$ cat config.mk
export PLATFORM = sky130hd
export DESIGN_NAME = thread_sched_flat
export DESIGN_NICKNAME = d
export VERILOG_FILES = /design/src/rtl/thread_sched_if.sv /design/src/rtl/thread_sched.sv /design/src/flat_wrapper.sv
export SDC_FILE = /design/constraint.sdc
export NUM_CORES = 1
export LEC_CHECK = 0
export ABC_AREA = 1
export BUFFER_PORTS_ARGS = -buffer_cell sky130_fd_sc_hd__buf_2
export CAP_MARGIN = 20
export CORE_MARGIN = 5
export CORE_UTILIZATION = 40
export CTS_CLUSTER_SIZE = 20
export DETAILED_ROUTE_END_ITERATION = 16
export SYNTH_ARGS = -nofsm -noshare
export SYNTH_HDL_FRONTEND = slang
export SYNTH_SLANG_ARGS = --single-unit
$ cat constraint.sdc
create_clock -name clk -period 2.9 [get_ports clk]
set_input_delay 0.435 -clock clk [delete_from_list [all_inputs] [get_ports clk]]
set_output_delay 0.435 -clock clk [all_outputs]
set_load 0.01 [all_outputs]
$ cat src/rtl/thread_sched_if.sv
`default_nettype none
// +---------------------------------------------------------------+
// | thread_sched_if : launch, fetch, ALU and status bundle        |
// | Revision: 1.0                                                 |
// +---------------------------------------------------------------+
interface thread_sched_if #(
  parameter int NT   = 4,
  parameter int PC_W = 12
);
  localparam int TID_W = $clog2(NT);

  logic             start_valid;
  logic [TID_W-1:0] start_tid;
  logic [PC_W-1:0]  start_pc;
  logic             start_ready;
  logic             fetch_valid;
  logic [PC_W-1:0]  fetch_addr;
  logic [15:0]      fetch_data;
  logic             alu_valid;
  logic [15:0]      alu_ins;
  logic [TID_W-1:0] alu_tid;
  logic             branch_en;
  logic [15:0]      branch_val;
  logic [NT-1:0]    active;
  logic             all_halted;

  modport slave (
    input  start_valid, start_tid, start_pc, fetch_data, branch_en, branch_val,
    output start_ready, fetch_valid, fetch_addr, alu_valid, alu_ins, alu_tid,
           active, all_halted
  );

  modport master (
    output start_valid, start_tid, start_pc, fetch_data, branch_en, branch_val,
    input  start_ready, fetch_valid, fetch_addr, alu_valid, alu_ins, alu_tid,
           active, all_halted
  );
endinterface
`default_nettype wire

$ cat src/rtl/thread_sched.sv
`default_nettype none
// +---------------------------------------------------------------+
// | thread_sched : round-robin barrel scheduler, 3-stage pipeline |
// | Revision: 1.0                                                 |
// +---------------------------------------------------------------+
module thread_sched #(
  parameter int NT   = 4,
  parameter int PC_W = 12
) (
  input  wire logic     clk,
  input  wire logic     rst,
  thread_sched_if.slave bus
);
  localparam int TID_W = $clog2(NT);
  typedef logic [TID_W-1:0] tid_t;

  logic [PC_W-1:0] pc_q [NT];
  logic [PC_W-1:0] pc_d [NT];
  logic [NT-1:0]   active_q, active_d;
  logic [NT-1:0]   busy_q, busy_d;
  tid_t            last_grant_q, last_grant_d;
  logic            s1_valid_q, s1_valid_d;
  tid_t            s1_tid_q, s1_tid_d;
  logic            s2_valid_q, s2_valid_d;
  tid_t            s2_tid_q, s2_tid_d;
  logic [3:0]      s2_op_q, s2_op_d;

  logic            start_acc;
  logic [NT-1:0]   start_mask;
  logic [NT-1:0]   eligible;
  logic            pick_valid;
  tid_t            pick_tid;
  tid_t            cand;
  logic            alu_valid_w;
  logic            unused_branch_bits;

  assign unused_branch_bits = ^bus.branch_val[15:PC_W];

  // A thread being launched this cycle is masked out of arbitration.
  always_comb begin
    start_mask             = '0;
    start_mask[bus.start_tid] = 1'b1;
    start_acc              = bus.start_valid && !busy_q[bus.start_tid];
    eligible               = active_q & ~busy_q & ~(start_acc ? start_mask : '0);
    pick_valid             = 1'b0;
    pick_tid               = '0;
    cand                   = '0;
    for (int i = 1; i <= NT; i++) begin
      cand = last_grant_q + tid_t'(i);
      if (!pick_valid && eligible[cand]) begin
        pick_valid = 1'b1;
        pick_tid   = cand;
      end
    end
  end

  always_comb begin
    pc_d         = pc_q;
    active_d     = active_q;
    busy_d       = busy_q;
    last_grant_d = last_grant_q;
    s1_valid_d   = pick_valid;
    s1_tid_d     = pick_tid;
    s2_valid_d   = s1_valid_q;
    s2_tid_d     = s1_tid_q;
    s2_op_d      = bus.fetch_data[15:12];

    if (pick_valid) begin
      busy_d[pick_tid] = 1'b1;
      last_grant_d     = pick_tid;
    end

    // HALT retires the thread without touching its pc or honouring a branch.
    if (s2_valid_q) begin
      busy_d[s2_tid_q] = 1'b0;
      if (s2_op_q == 4'hF) begin
        active_d[s2_tid_q] = 1'b0;
      end else if (bus.branch_en) begin
        pc_d[s2_tid_q] = bus.branch_val[PC_W-1:0];
      end else begin
        pc_d[s2_tid_q] = pc_q[s2_tid_q] + PC_W'(1);
      end
    end

    if (start_acc) begin
      pc_d[bus.start_tid]     = bus.start_pc;
      active_d[bus.start_tid] = 1'b1;
    end
  end

  always_ff @(posedge clk) begin
    if (rst) begin
      for (int t = 0; t < NT; t++) begin
        pc_q[t] <= '0;
      end
      active_q     <= NT'(1);
      busy_q       <= '0;
      last_grant_q <= tid_t'(NT - 1);
      s1_valid_q   <= 1'b0;
      s1_tid_q     <= '0;
      s2_valid_q   <= 1'b0;
      s2_tid_q     <= '0;
      s2_op_q      <= '0;
    end else begin
      pc_q         <= pc_d;
      active_q     <= active_d;
      busy_q       <= busy_d;
      last_grant_q <= last_grant_d;
      s1_valid_q   <= s1_valid_d;
      s1_tid_q     <= s1_tid_d;
      s2_valid_q   <= s2_valid_d;
      s2_tid_q     <= s2_tid_d;
      s2_op_q      <= s2_op_d;
    end
  end

  assign alu_valid_w     = s1_valid_q & ~rst;
  assign bus.start_ready = ~busy_q[bus.start_tid];
  assign bus.fetch_valid = pick_valid & ~rst;
  assign bus.fetch_addr  = pc_q[pick_tid];
  assign bus.alu_valid   = alu_valid_w;
  assign bus.alu_ins     = alu_valid_w ? bus.fetch_data : 16'h0000;
  assign bus.alu_tid     = rst ? '0 : s1_tid_q;
  assign bus.active      = active_q;
  assign bus.all_halted  = ~rst & ~(|active_q) & ~s1_valid_q & ~s2_valid_q;
endmodule
`default_nettype wire

$ cat src/flat_wrapper.sv
// flat-port wrapper written by rule: the top's interface ports become plain ports
module thread_sched_flat 
#(
  parameter int NT   = 4,
  parameter int PC_W = 12
)
  (clk, rst, bus_start_valid, bus_start_tid, bus_start_pc, bus_fetch_data, bus_branch_en, bus_branch_val, bus_start_ready, bus_fetch_valid, bus_fetch_addr, bus_alu_valid, bus_alu_ins, bus_alu_tid, bus_active, bus_all_halted);
  thread_sched_if #(.NT(NT), .PC_W(PC_W)) bus_i ();
  input  wire logic clk;
  input  wire logic rst;
  input wire logic [$bits(bus_i.start_valid)-1:0] bus_start_valid;
  input wire logic [$bits(bus_i.start_tid)-1:0] bus_start_tid;
  input wire logic [$bits(bus_i.start_pc)-1:0] bus_start_pc;
  input wire logic [$bits(bus_i.fetch_data)-1:0] bus_fetch_data;
  input wire logic [$bits(bus_i.branch_en)-1:0] bus_branch_en;
  input wire logic [$bits(bus_i.branch_val)-1:0] bus_branch_val;
  output wire logic [$bits(bus_i.start_ready)-1:0] bus_start_ready;
  output wire logic [$bits(bus_i.fetch_valid)-1:0] bus_fetch_valid;
  output wire logic [$bits(bus_i.fetch_addr)-1:0] bus_fetch_addr;
  output wire logic [$bits(bus_i.alu_valid)-1:0] bus_alu_valid;
  output wire logic [$bits(bus_i.alu_ins)-1:0] bus_alu_ins;
  output wire logic [$bits(bus_i.alu_tid)-1:0] bus_alu_tid;
  output wire logic [$bits(bus_i.active)-1:0] bus_active;
  output wire logic [$bits(bus_i.all_halted)-1:0] bus_all_halted;
  assign bus_i.start_valid = bus_start_valid;
  assign bus_i.start_tid = bus_start_tid;
  assign bus_i.start_pc = bus_start_pc;
  assign bus_i.fetch_data = bus_fetch_data;
  assign bus_i.branch_en = bus_branch_en;
  assign bus_i.branch_val = bus_branch_val;
  assign bus_start_ready = bus_i.start_ready;
  assign bus_fetch_valid = bus_i.fetch_valid;
  assign bus_fetch_addr = bus_i.fetch_addr;
  assign bus_alu_valid = bus_i.alu_valid;
  assign bus_alu_ins = bus_i.alu_ins;
  assign bus_alu_tid = bus_i.alu_tid;
  assign bus_active = bus_i.active;
  assign bus_all_halted = bus_i.all_halted;
  thread_sched #(.NT(NT), .PC_W(PC_W)) u_core (.clk(clk), .rst(rst), .bus(bus_i));
endmodule
Word level (Yosys, flattened, before mapping)

Cells that the tools add are included.

Output and inout bits: 38
Memories: 0
Bits in registers: 68
Bits in writable memories: 0
Bits in read-only memories: 0
Latch bits: 0

Divide/modulo/power cells: 0
Magnitude comparators: 15
Shifts and indexed selects: 0
Bitwise gates (word level): 22
Mux-type cells: 49
$add $sub $neg: 4
Multiply operators: 0
Reductions and logical operators: 14
Eq/ne operators: 1

Operators with widths:

| operator              | count |
|---|---|
| $mux 48               | 4 |
| $bwmux 48             | 3 |
| $mux 12               | 6 |
| $bmux 12 s2           | 2 |
| $demux 12 s2          | 2 |
| $mux 4                | 6 |
| $lt 2x3->1 const B    | 7 |
| $and 4x4->4           | 4 |
| $mux 16               | 1 |
| $add 12x1->12 const B | 1 |
| $mux 1                | 12 |
| $not 4->4             | 3 |
| $bmux 1 s2            | 5 |
| $mux 2                | 5 |
| $ge 3x3->1 const B    | 3 |
| $logic_and 1x1->1     | 9 |
| $not 2->3             | 3 |
| $or 4x4->4            | 2 |
| $demux 1 s2           | 3 |
| $ge 2x1->1 const B    | 3 |
| $lt 3x1->1 const B    | 2 |
| $and 1x1->1           | 5 |
| $not 1->1             | 5 |
| $add 2x2->2 const B   | 2 |
| other kinds (4)       | 7 |

Longest topological paths before layout

Gate-level depths: netlist of run 1.

Depth in word-level cells: 27
Mapped depth: 19
Gate-level depth less buffers: 17

Worst setup path after synthesis of run 1

OpenSTA, ideal clock, no wires.

Kind: input -> output
Start: input port bus_start_tid[0]
End: output port bus_fetch_addr[10]
Required time: 2,465 ps
Data arrival time: 2,023 ps
Path slack: 442 ps
Cell stages on the path: 16
Path through: buf_6 > inv_2 > nand3_1 > nand2_2 > nor2_4 > nand3_2 > nand3_1 > nand3_2 > nand2_4 > nand2_1 > nor2_4 > nand3_1 > nand2_2 > buf_4 > nand2_1 > nand2_1

Cells in the longest elaborated chain, start to end: 23

RTL lines:

| element                                                                  | RTL line                               | text |
|---|---|---|
| from (decl)                                                              | flat_wrapper.sv:12                     | `input wire logic [$bits(bus_i.start_tid)-1:0] bus_start_tid;` |
| $lt 2x3->1 (not written as such), or another cell as far along           | thread_sched.sv:42                     | `start_mask[bus.start_tid] = 1'b1;` |
| $logic_and 1x1->1 (not written as such) / $mux 1 (equally long branches) | thread_sched.sv:42, thread_sched.sv:43 |  |
| $mux 1 (not written as such) / $logic_not 1->1 (equally long branches)   | thread_sched.sv:42, thread_sched.sv:43 |  |
| $demux 1 s2 / $logic_and 1x1->1 (equally long branches)                  | --                                     |  |
| $mux 4 *                                                                 | thread_sched.sv:44                     | `eligible = active_q & ~busy_q & ~(start_acc ? start_mask : '0);` |
| $not 4->4 *                                                              | thread_sched.sv:44                     |  |
| $and 4x4->4 *                                                            | thread_sched.sv:44                     |  |
| $bmux 1 s2                                                               | thread_sched.sv:50                     | `if (!pick_valid && eligible[cand]) begin` |
| (+6 left out)                                                            | --                                     |  |
| $logic_and 1x1->1                                                        | thread_sched.sv:50                     |  |
| $mux 1                                                                   | thread_sched.sv:50                     |  |
| $logic_not 1->1                                                          | thread_sched.sv:50                     |  |
| $logic_and 1x1->1                                                        | thread_sched.sv:50                     |  |
| $mux 2 *                                                                 | thread_sched.sv:50                     |  |
| $not 2->3 (not written as such) *                                        | thread_sched.sv:120                    | `assign bus.fetch_addr = pc_q[pick_tid];` |
| $bmux 12 s2 *                                                            | thread_sched.sv:120                    |  |
| $mux 12 (not written as such) * (2 in series)                            | thread_sched.sv:120                    |  |
| to (decl)                                                                | flat_wrapper.sv:19                     | `output wire logic [$bits(bus_i.fetch_addr)-1:0] bus_fetch_addr;` |

Every way passes the cells marked *; elsewhere a longest branch is shown, timed or not. The select of a mux whose other input is x is not followed.

Worst setup path in the final report of run 1

Start: register u_core.busy_q[1]
End: output port bus_fetch_addr[8]

Cells in the longest elaborated chain, start to end: 23

RTL lines:

| element                                       | RTL line            | text |
|---|---|---|
| from (decl)                                   | thread_sched.sv:20  | `logic [NT-1:0] busy_q, busy_d;` |
| from (signal assigned)                        | thread_sched.sv:107 | `busy_q <= busy_d;` |
| $bmux 1 s2                                    | thread_sched.sv:43  | `start_acc = bus.start_valid && !busy_q[bus.start_tid];` |
| $mux 1 (not written as such)                  | thread_sched.sv:43  |  |
| $logic_not 1->1                               | thread_sched.sv:43  |  |
| $logic_and 1x1->1                             | thread_sched.sv:43  |  |
| $mux 4                                        | thread_sched.sv:44  |  |
| $not 4->4                                     | thread_sched.sv:44  |  |
| $and 4x4->4 *                                 | thread_sched.sv:44  |  |
| $bmux 1 s2                                    | thread_sched.sv:50  |  |
| (+6 left out)                                 | --                  |  |
| $logic_and 1x1->1                             | thread_sched.sv:50  |  |
| $mux 1                                        | thread_sched.sv:50  |  |
| $logic_not 1->1                               | thread_sched.sv:50  |  |
| $logic_and 1x1->1                             | thread_sched.sv:50  |  |
| $mux 2 *                                      | thread_sched.sv:50  |  |
| $not 2->3 (not written as such) *             | thread_sched.sv:120 |  |
| $bmux 12 s2 *                                 | thread_sched.sv:120 |  |
| $mux 12 (not written as such) * (2 in series) | thread_sched.sv:120 |  |

Marks and branches as above.

==> results of run 1 <==
[sequential cells by signal, indices dropped and copies added (netlist names)]
name	cells
u_core.pc_q	48
u_core.bus.active	4
u_core.busy_q	4
u_core.s2_op_q	4
u_core.last_grant_q	2
u_core.s1_tid_q	2
u_core.s2_tid_q	2
u_core.s1_valid_q	1
u_core.s2_valid_q	1
[per-stage QoR]
stage / utilization / setup WS, ps
5_1_grt: 0.520 / -93.4
3_3_place_gp: 0.463 / 59.5
3_5_place_dp: 0.463 / 44.1
4_1_cts: 0.486 / 16.2
6_report: 0.520 / 47.0
2_1_floorplan: - / 442
[per-layer routing]
layer	up-vias	part of all wire
li1	3061	-
met1	2649	0.43
met2	244	0.46
met3	32	0.083
met4	0	0.022
met5	-	0
[cell type report]
cell class	count	area share
well taps	172	0.0329
inverters	138	0.0801
multi-input cells	652	0.498
clock buffers	10	0.0365
repair buffers	124	0.136
clock inverters	6	0.00612
flip-flops and latches	68	0.210
[logic make-up after synthesis]
| group | after synthesis | share of synthesized area |
|---|---|---|
| adder cells (fa/ha/maj) | 1 | 0.00245 |
| buffers and inverters | 178 | 0.139 |
| AND/OR/NAND/NOR | 442 | 0.371 |
| flip-flops | 68 | 0.266 |
| multiplexers | 1 | 0.00196 |
| XOR/XNOR | 4 | 0.00685 |
| AO/OA/AOI/OAI | 204 | 0.213 |
[placed cells by master, fill, tap and decap left out, types with 8 or more instances in the layout]
cell type and n:
nor2_2 9, inv_1 126, o22ai_1 11, nand3_2 10, buf_4 28, nor2_1 109, nand3_4 8, dfxtp_1 62
nand2_1 216, o21ai_0 107, o21ai_1 9, a21oi_1 59, nand3_1 57, buf_2 80, inv_2 8, clkbuf_16 12
nand2_2 15
[worst min-delay path by stage]
stage	start	end	slack, ps	cells past startpoint
after detailed placement	u_core.s1_tid_q[1]$_SDFF_PP0_	u_core.s2_tid_q[1]$_DFF_P_	420	2
after global routing	bus_fetch_data[13]	u_core.s2_op_q[1]$_SDFF_PP0_	320	3
after global placement	u_core.s1_tid_q[1]$_SDFF_PP0_	u_core.s2_tid_q[1]$_DFF_P_	410	2
after CTS	bus_fetch_data[12]	u_core.s2_op_q[0]$_SDFF_PP0_	310	3
after floorplan	u_core.s1_valid_q$_SDFF_PP0_	u_core.s2_valid_q$_SDFF_PP0_	430	2
final	bus_fetch_data[14]	u_core.s2_op_q[2]$_SDFF_PP0_	310	3
[tightest hold or removal path: cells and delay by family]
family | cells | cell delay [ps]
buf+inv | 2 | 110
simple gates | 1 | 70
[timing repair]
action	CTS	global route
resized for setup	1	64
setup endpoints to repair	3	12
cloned	0	4
buffers inserted	0	11
pin swaps	0	31
[power by group through the flow]
stage | clock (W) | combinational (W) | sequential, W
after global placement | 0 | 0.00283 | 0.00127
after global routing | 0.00110 | 0.00397 | 0.00132
final | 0.00105 | 0.00368 | 0.00129
after detailed placement | 0 | 0.00286 | 0.00127
after CTS | 0.00106 | 0.00287 | 0.00125
after floorplan | 0 | 0.00188 | 0.00123
==> results by stage, run 1 <==
Critical path:
- In this design, the stage delay of the slowest critical-path cell is 360 ps.
- The number of cells on the worst reg-to-reg path is 12.
- Counting buffers and inverters, the worst setup path is 18 cells deep.
- The sort of element at the end of the critical path is a primary output.
- The kind of cell with the highest combined delay along the critical path is simple AND/OR/NAND/NOR gates.
- Traced cell by cell, the critical path runs through nand3_2 -> nand2_2 -> nor2_4 -> nand3_4 -> nand3_4 -> nand3_4 -> nand2_4 -> inv_4 -> a21oi_2 -> nand2_2 -> nand2_4 -> buf_6 -> clkbuf_16 -> nand2_1 -> nand2_1 -> nand2_1 -> nand2_1 -> buf_2.
- The start point of the critical path is u_core.busy_q[1]$_SDFF_PP0_.
- The required time of the worst setup path is 2470 ps.
- The worst setup path is of the flop to primary output kind.
- The startpoint identified for the worst register-to-register timing path is u_core.s2_tid_q[1]$_DFF_P_.
- The biggest fanout along the worst timing path is 6.
- The number of buffers and inverters on the critical path is 4.
- The critical path capture point is bus_fetch_addr[8].
- The most prevalent standard cell on the critical path is nand2_1.
- At the worst endpoint, the arrival time is 2420 ps.
- In this run the register-to-register setup slack is between 400 and 500 ps.
- The cell with the largest stage delay on the worst path is dfxtp_4.
- STA classifies the critical path startpoint as a flop.
- In this run the critical register-to-register path is captured at u_core.pc_q[6]$_SDFF_PP0_.

Global routing:
- For this run, global-route usage on met3 was measured as 0.0453.
- For this run, global-route usage on met2 was measured as 0.390.
- The most used routing layer is met2.
- The global-route wire length before repair is between 20000 and 30000 µm.
- The total routing resource utilization after global routing is 0.241.
- In the global route stage, met1 resource usage came out at 0.326.
- The number of antenna violations at the first check in global routing was 0.
- The global-route congestion overflow total is 0.
- Entering global routing, the biggest net connects 51 pins.
- The via count of the first global-routing pass is 5389.

Power:
- The share of total power dissipated in the clock network is 0.174.
- The logic gate share of total power is 0.611.
- The analysis attributes to net switching a power of 0.00279 W.
- Of the total power, registers draw 0.215.
- The cell internal power dissipation is 0.00322 W.
- The cell leakage power is 3.28 nW.
- In this run the power density over the cells is approximately 920 nW/µm².
- The proportion of total power due to net switching is 0.464.
- The highest ir drop seen on vdd is 0.548 mV.
- The overall power consumption is 0.00602 W.

Die:
- The initial utilization of the core area, before any placement, comes to 0.407.
- The area enclosed by the die boundary is 15100 µm².
- The floorplan step set the die width to 123 µm.
- The floorplan step defined a core boundary enclosing 12600 µm².
- The number of ports placed on the die boundary is 88.
- In this run the vertical extent of the chip is 123 µm.
- Row generation in the floorplan step produced 41 rows.

Yosys:
- The net count after synthesis is 949.
- The synthesized design contains 0 enable-type register cells.
- After technology mapping, the gate count stands at 898.
- The post-synthesis async set-or-reset flop share is 0.
- Of the post-synthesis cell area, the dominant cell type holds 0.266.
- The flop and latch count out of synthesis is 68.
- The library cell with the largest summed area after synthesis is dfxtp_1.
- For this run, the number of Yosys warnings is 0.
- By area the synthesized netlist is led by dfxtp_1, nand2_1, o21ai_0.
- The most numerous cell in the Yosys netlist is nand2_1.
- Each instance of the synthesized netlist takes up on average 5.69 µm².
- The mapped cell area is 5110 µm².
- Counting instances in the post-synthesis netlist gives the leading cell types as nand2_1, inv_1, nor2_1.
- The most used flip-flop cell after synthesis is dfxtp_1.
- The sequential fraction of the synthesis area is 0.266.
- The synthesized netlist contains 35 unique library cells.

Placed design:
- The number of placed instances, taps included, is around 1100.
- Routability-driven placement finished with a final weighted congestion of 0.916.
- In this run the cell area measured after placement is 5820 µm².
- After legalization and detailed placement, the total HPWL measured 12800 µm.
- The count of buffers added on input and output ports is 83.

Timing:
- The minimum clock period is 2850 ps.
- The number of hold violations in the final report was 0.
- Setup violations remaining at the end of the flow were counted as 0.
- Setup repair after global routing could not meet its margin everywhere.
- The worst hold-check slack is 315 ps.
- The total count of max-transition violations in the final report is 0.
- The upper clock frequency limit is 351 MHz.
- The worst-case headroom to the max-slew limit is 0.570.
- The clock skew after layout is 5.54 ps.
- The final worst-path cycle share is 0.984.
- The transition time of the tightest slew-check pin is 643 ps.
- After routing, the total negative slack on setup checks comes to 0 ps.

CTS:
- The number of sinks driven by the clock tree is 68.
- The cell sitting at the root of the clock tree is a clkbuf_16.
- The post-cts hold buffer count is 0.
- In this run the number of H-tree levels came out at 3.
- The clock-pin transition on the worst setup and hold timing paths is 60 ps.
- Buffers inserted during clock tree synthesis total 9.
- The maximum clock path buffer count is 2.
- TritonCTS built the clock tree.
- The clock insertion delay at the later pin of the skew report is 340 ps.

Finish:
- In the final layout, the multi-input gates occupy 3260 µm².
- Fill cells in the final layout number 1352.
- The count of non-filler cells in the finished layout is 1170.
- The area added between synthesis and finish is 27.9%.
- The number of nets at the end of the flow is 1044.
- Across the whole layout, storage elements account for 1370 µm².
- The total non-filler cell area in the finished layout is around 6500 µm².
- The fraction of layout instances using a drive strength above 1 is 0.213.
- The diode insertion count for antenna repair is 0.

Run:
- Max-cap violations in this run came to 0.

Drt:
- After detailed routing, the average wire length per cell comes to 16.3 µm.
- For this run, design rule violations remaining after detail routing come to 0.
- Summing over every cut layer, the via total after detailed routing is 5986.
- The mean number of vias per cell is around 5.
- The number of DRC violations after detailed-routing iteration 0 is ~550.
- The remaining number of nets flagged by the antenna check after routing is 0.
- The number of iterations in the first detailed-routing pass is 5.
- The total length of routed wires is 19100 µm.

Run status:
- The flow ran to the end, and the final reports show no timing, DRC or antenna violations.

Worst hold path:
- In this run the worst hold path is classified as primary input to flop.
(Power assumes the default switching activity.)
==> run 2, diff against run 1 <==
clock period = 2.7 ns   (was 2.9 ns; I/O delays follow)
==> run 2 against run 1 <==
Net effect: the flow now finishes with violations (setup timing); clock skew rose by 1.6 ps; die area did not move; critical path depth fell by 1; total power rose by 16%; setup slack got worse by 190 ps; flip-flop and latch count did not move; global-route usage rose by 1.2 points; clock power rose by 18%; final area rose by 6.9%; first-iteration DRC count fell by 0.90%; register-to-register slack got worse by 180 ps; critical endpoint is now bus_fetch_addr[7]; largest cell class unchanged; highest routed layer unchanged.
==> results by stage, run 2 (synthesized netlist as in run 1, its figures left out) <==
Power:
- The clock network fraction of design power was 0.177 (+0.003).
- The overall power consumption was 0.00699 W (+16%).
- The power per cell area is 1000 nW/µm² (+8.7%).
- The cell leakage power is 3.48 nW (+6.2%).
- The sequential share of power is 0.199 (-0.016).
- The highest ir drop seen on vdd came to 0.480 mV (-12%).
- The proportion of total power due to net switching came to 0.451 (-0.0132).
- The net switching power of the design was 0.00315 W (+13%).
- The logic gate share of total power came to 0.624 (+0.013).
- The cell internal power dissipation came to 0.00384 W (+19%).

Timing:
- Setup repair after global routing could not meet its margin everywhere.
- The total count of max-transition violations in the final report is 0 (unchanged).
- The upper clock frequency limit is 352 MHz.
- The number of setup violations in the final report is 12 (+12).
- The worst-case headroom to the max-slew limit came to 0.607 (+0.0375).
- The transition time of the tightest slew-check pin is 587 ps (-56.0 ps).
- Counting I/O delays and the setup requirement, the final critical path takes 2840 ps.
- The clock skew after layout is 7.18 ps (+1.64 ps).
- The number of hold violations in the final report is 0 (unchanged).
- The setup TNS is -1430 ps (-1430 ps).
- The setup slack of the critical path after layout is -143 ps (-190 ps).
- The final worst-path cycle share is 1.05.

Drt:
- The number of vias after detailed routing came to 6141 (+2.6%).
- The number of remaining DRC errors came to 0 (unchanged).
- The number of iterations in the first detailed-routing pass is 5 (unchanged).
- The number of DRC violations after detailed-routing iteration 0 is 549 (-0.90%).
- The remaining number of nets flagged by the antenna check after routing is 0 (unchanged).
- The mean number of vias per cell came to 5.12 (+0.11%).
- The total length of routed wires is 19200 µm (+0.41%).
- The routed length per instance came to 16.0 µm (-2.0%).

Finish:
- The largest register by flop count is u_core.pc_q.
- The flip-flop count of the largest register after layout is 48 (unchanged).
- Compared with the post-synthesis result, the final layout area differs by 36.7%.
- The utilization of the core after routing is 0.556 (+0.0357).
- The number of filler cells placed in the layout is 1274 (-5.8%).
- In the layout the commonest cells are nand2_1, inv_1, nor2_1, o21ai_0, buf_2.
- Leaving out fill and tap cells, the most frequent cell in the layout is nand2_1.
- The diode insertion count for antenna repair is 0 (unchanged).
- The number of nets at the end of the flow is 1073 (+2.8%).
- The fraction of layout instances using a drive strength above 1 came to 0.264 (+0.0504).

Placed design:
- The detailed-placement wirelength estimate is 13000 µm (+2.3%).
- The worst setup slack after placement is -104 ps (-148 ps).
- The weighted congestion reported at the end of routability-driven placement is 0.920 (+0.47%).
- The number of port buffers is 83 (unchanged).

Run status:
- The run finished, with violations left.
- The checks that failed: setup timing.

Die:
- The initial core utilization is 0.407 (unchanged).
- The core footprint is 12600 µm² (unchanged).
- The number of ports placed on the die boundary came to 88 (unchanged).
- The area enclosed by the die boundary was 15100 µm² (unchanged).
- The width of the chip is 123 µm (unchanged).
- The height of the chip is 123 µm (unchanged).
- The number of rows in the core area is 41 (unchanged).

Worst hold path:
- The beginning of the worst hold path is bus_fetch_data[13].
- In this run the worst hold path is classified as primary input to flop.
- The destination of the worst hold path is u_core.s2_op_q[1]$_SDFF_PP0_.
- The number of stages on the worst hold path is 3 (unchanged).

Critical path:
- The required time of the worst setup path is 2300 ps (-170 ps).
- The capture instance of the worst register-to-register path is u_core.pc_q[19]$_SDFF_PP0_.
- The slack of the worst reg-to-reg path is 240 ps (-180 ps).
- The worst register-to-register path begins at u_core.s2_tid_q[0]$_DFF_P_.
- STA classifies the critical path startpoint as a flop.
- The worst reg2reg path depth was 12 (unchanged).
- The biggest fanout along the worst timing path is 5 (-1).
- The endpoint arrival time on the critical path is 2440 ps (+20 ps).
- The worst setup path is captured at a primary output.
- The critical path is of the flop to primary output type.

Global routing:
- The largest net degree at the start of global routing is 51 (unchanged).
- The total routing resource utilization after global routing came to 0.254 (+0.0124).
- The global-route wire length before repair is 29500 µm (+4.6%).
- The via count of the first global-routing pass is 5633 (+4.5%).
- The global-route congestion overflow total came to 0 (unchanged).
- The number of antenna violations at the first check in global routing came to 0 (unchanged).

CTS:
- The number of clock buffers inserted by TritonCTS came to 9 (unchanged).
- The maximum clock path buffer count is 2 (unchanged).
- The clock tree root buffer cell is clkbuf_16.
- The number of sinks driven by the clock tree came to 68 (unchanged).
- The number of H-tree branching levels is 3 (unchanged).
- The clock-pin transition on the worst setup and hold timing paths is 60 ps (about the same).
- The clock insertion delay at the later pin of the skew report is 350 ps (about the same).
- The post-cts hold buffer count is 0 (unchanged).
- The clock tree from TritonCTS is yes.

Run:
- The max-capacitance violation count is 0 (unchanged).
## run 2: cell count changes in the layout (fill, tap and decap cells not counted), moves of 4 or more
cell and change:
buf_6 +5, buf_4 +24, nand3_2 +22, nand2_2 +9, nand2_1 -9, nand3_1 -20, buf_16 +4
## run 2: area by class of cell
class,count,area [µm²],area share
inverters,138,518,0.0741
clock inverters,3,45.0,0.00644
clock buffers,13,260,0.0372
multi-input cells,653,3410,0.488
repair buffers,152,1170,0.167
flip-flops and latches,68,1370,0.196
well taps,172,215,0.0308
## run 2: worst max-delay path, cell delays in order (launching register included)
cell and delay [ps]:
dfxtp_4 350, nand2_2 60, inv_2 40, nor2_4 150, nand4_4 160, nand3_4 110, nand3_2 90, nand2_2 120
buf_6 100, nand4_4 140, nand2_8 130, nand2_8 100, clkbuf_16 170, nand2_1 50, nand2_1 50, nand2_1 70
nand2_2 70, buf_6 120
## run 2: how the worst max path moves through the flow
stage / start / end / slack (ps) / cells past startpoint
6_report: u_core.busy_q[1]$_SDFF_PP0_ / bus_fetch_addr[7] / -140 / 17
5_1_grt: u_core.busy_q[1]$_SDFF_PP0_ / bus_fetch_addr[10] / -240 / 17
4_1_cts: u_core.busy_q[0]$_SDFF_PP0_ / bus_fetch_addr[11] / -100 / 17
3_5_place_dp: bus_start_tid[0] / bus_fetch_addr[9] / -100 / 19
3_3_place_gp: bus_start_tid[0] / bus_fetch_addr[6] / -100 / 19
2_1_floorplan: bus_start_tid[0] / bus_fetch_addr[10] / 300 / 16
## run 2: what timing repair did
action,in CTS,in global routing
cloned,5,1
setup buffers,17,3
pin swaps,42,28
setup endpoints to repair,12,17
resized for setup,61,43
## run 2: metrics by stage
stage | std cells | cell area (µm²) | hold slack (ps)
after floorplan | 898 | 5110 | 430
after global placement | 1158 | 5970 | 404
after detailed placement | 1158 | 5970 | 409
after CTS | 1196 | 6790 | 265
after global routing | 1199 | 6990 | 285
final | 1199 | 6990 | 270
## run 2: layer usage
layer	vias to the layer above	global-route usage	wire, µm
met5	-	0	0
met4	0	0.115	653
met3	52	0.0407	1440
met2	238	0.392	8480
met1	2720	0.348	8590
li1	3131	-	-
## run 2: power by group through the flow
stage,combinational (W),clock (W),sequential (W)
2_1_floorplan,0.00202,0,0.00132
3_3_place_gp,0.00314,0,0.00137
3_5_place_dp,0.00316,0,0.00137
4_1_cts,0.00399,0.00125,0.00137
5_1_grt,0.00469,0.00130,0.00141
6_report,0.00436,0.00124,0.00139
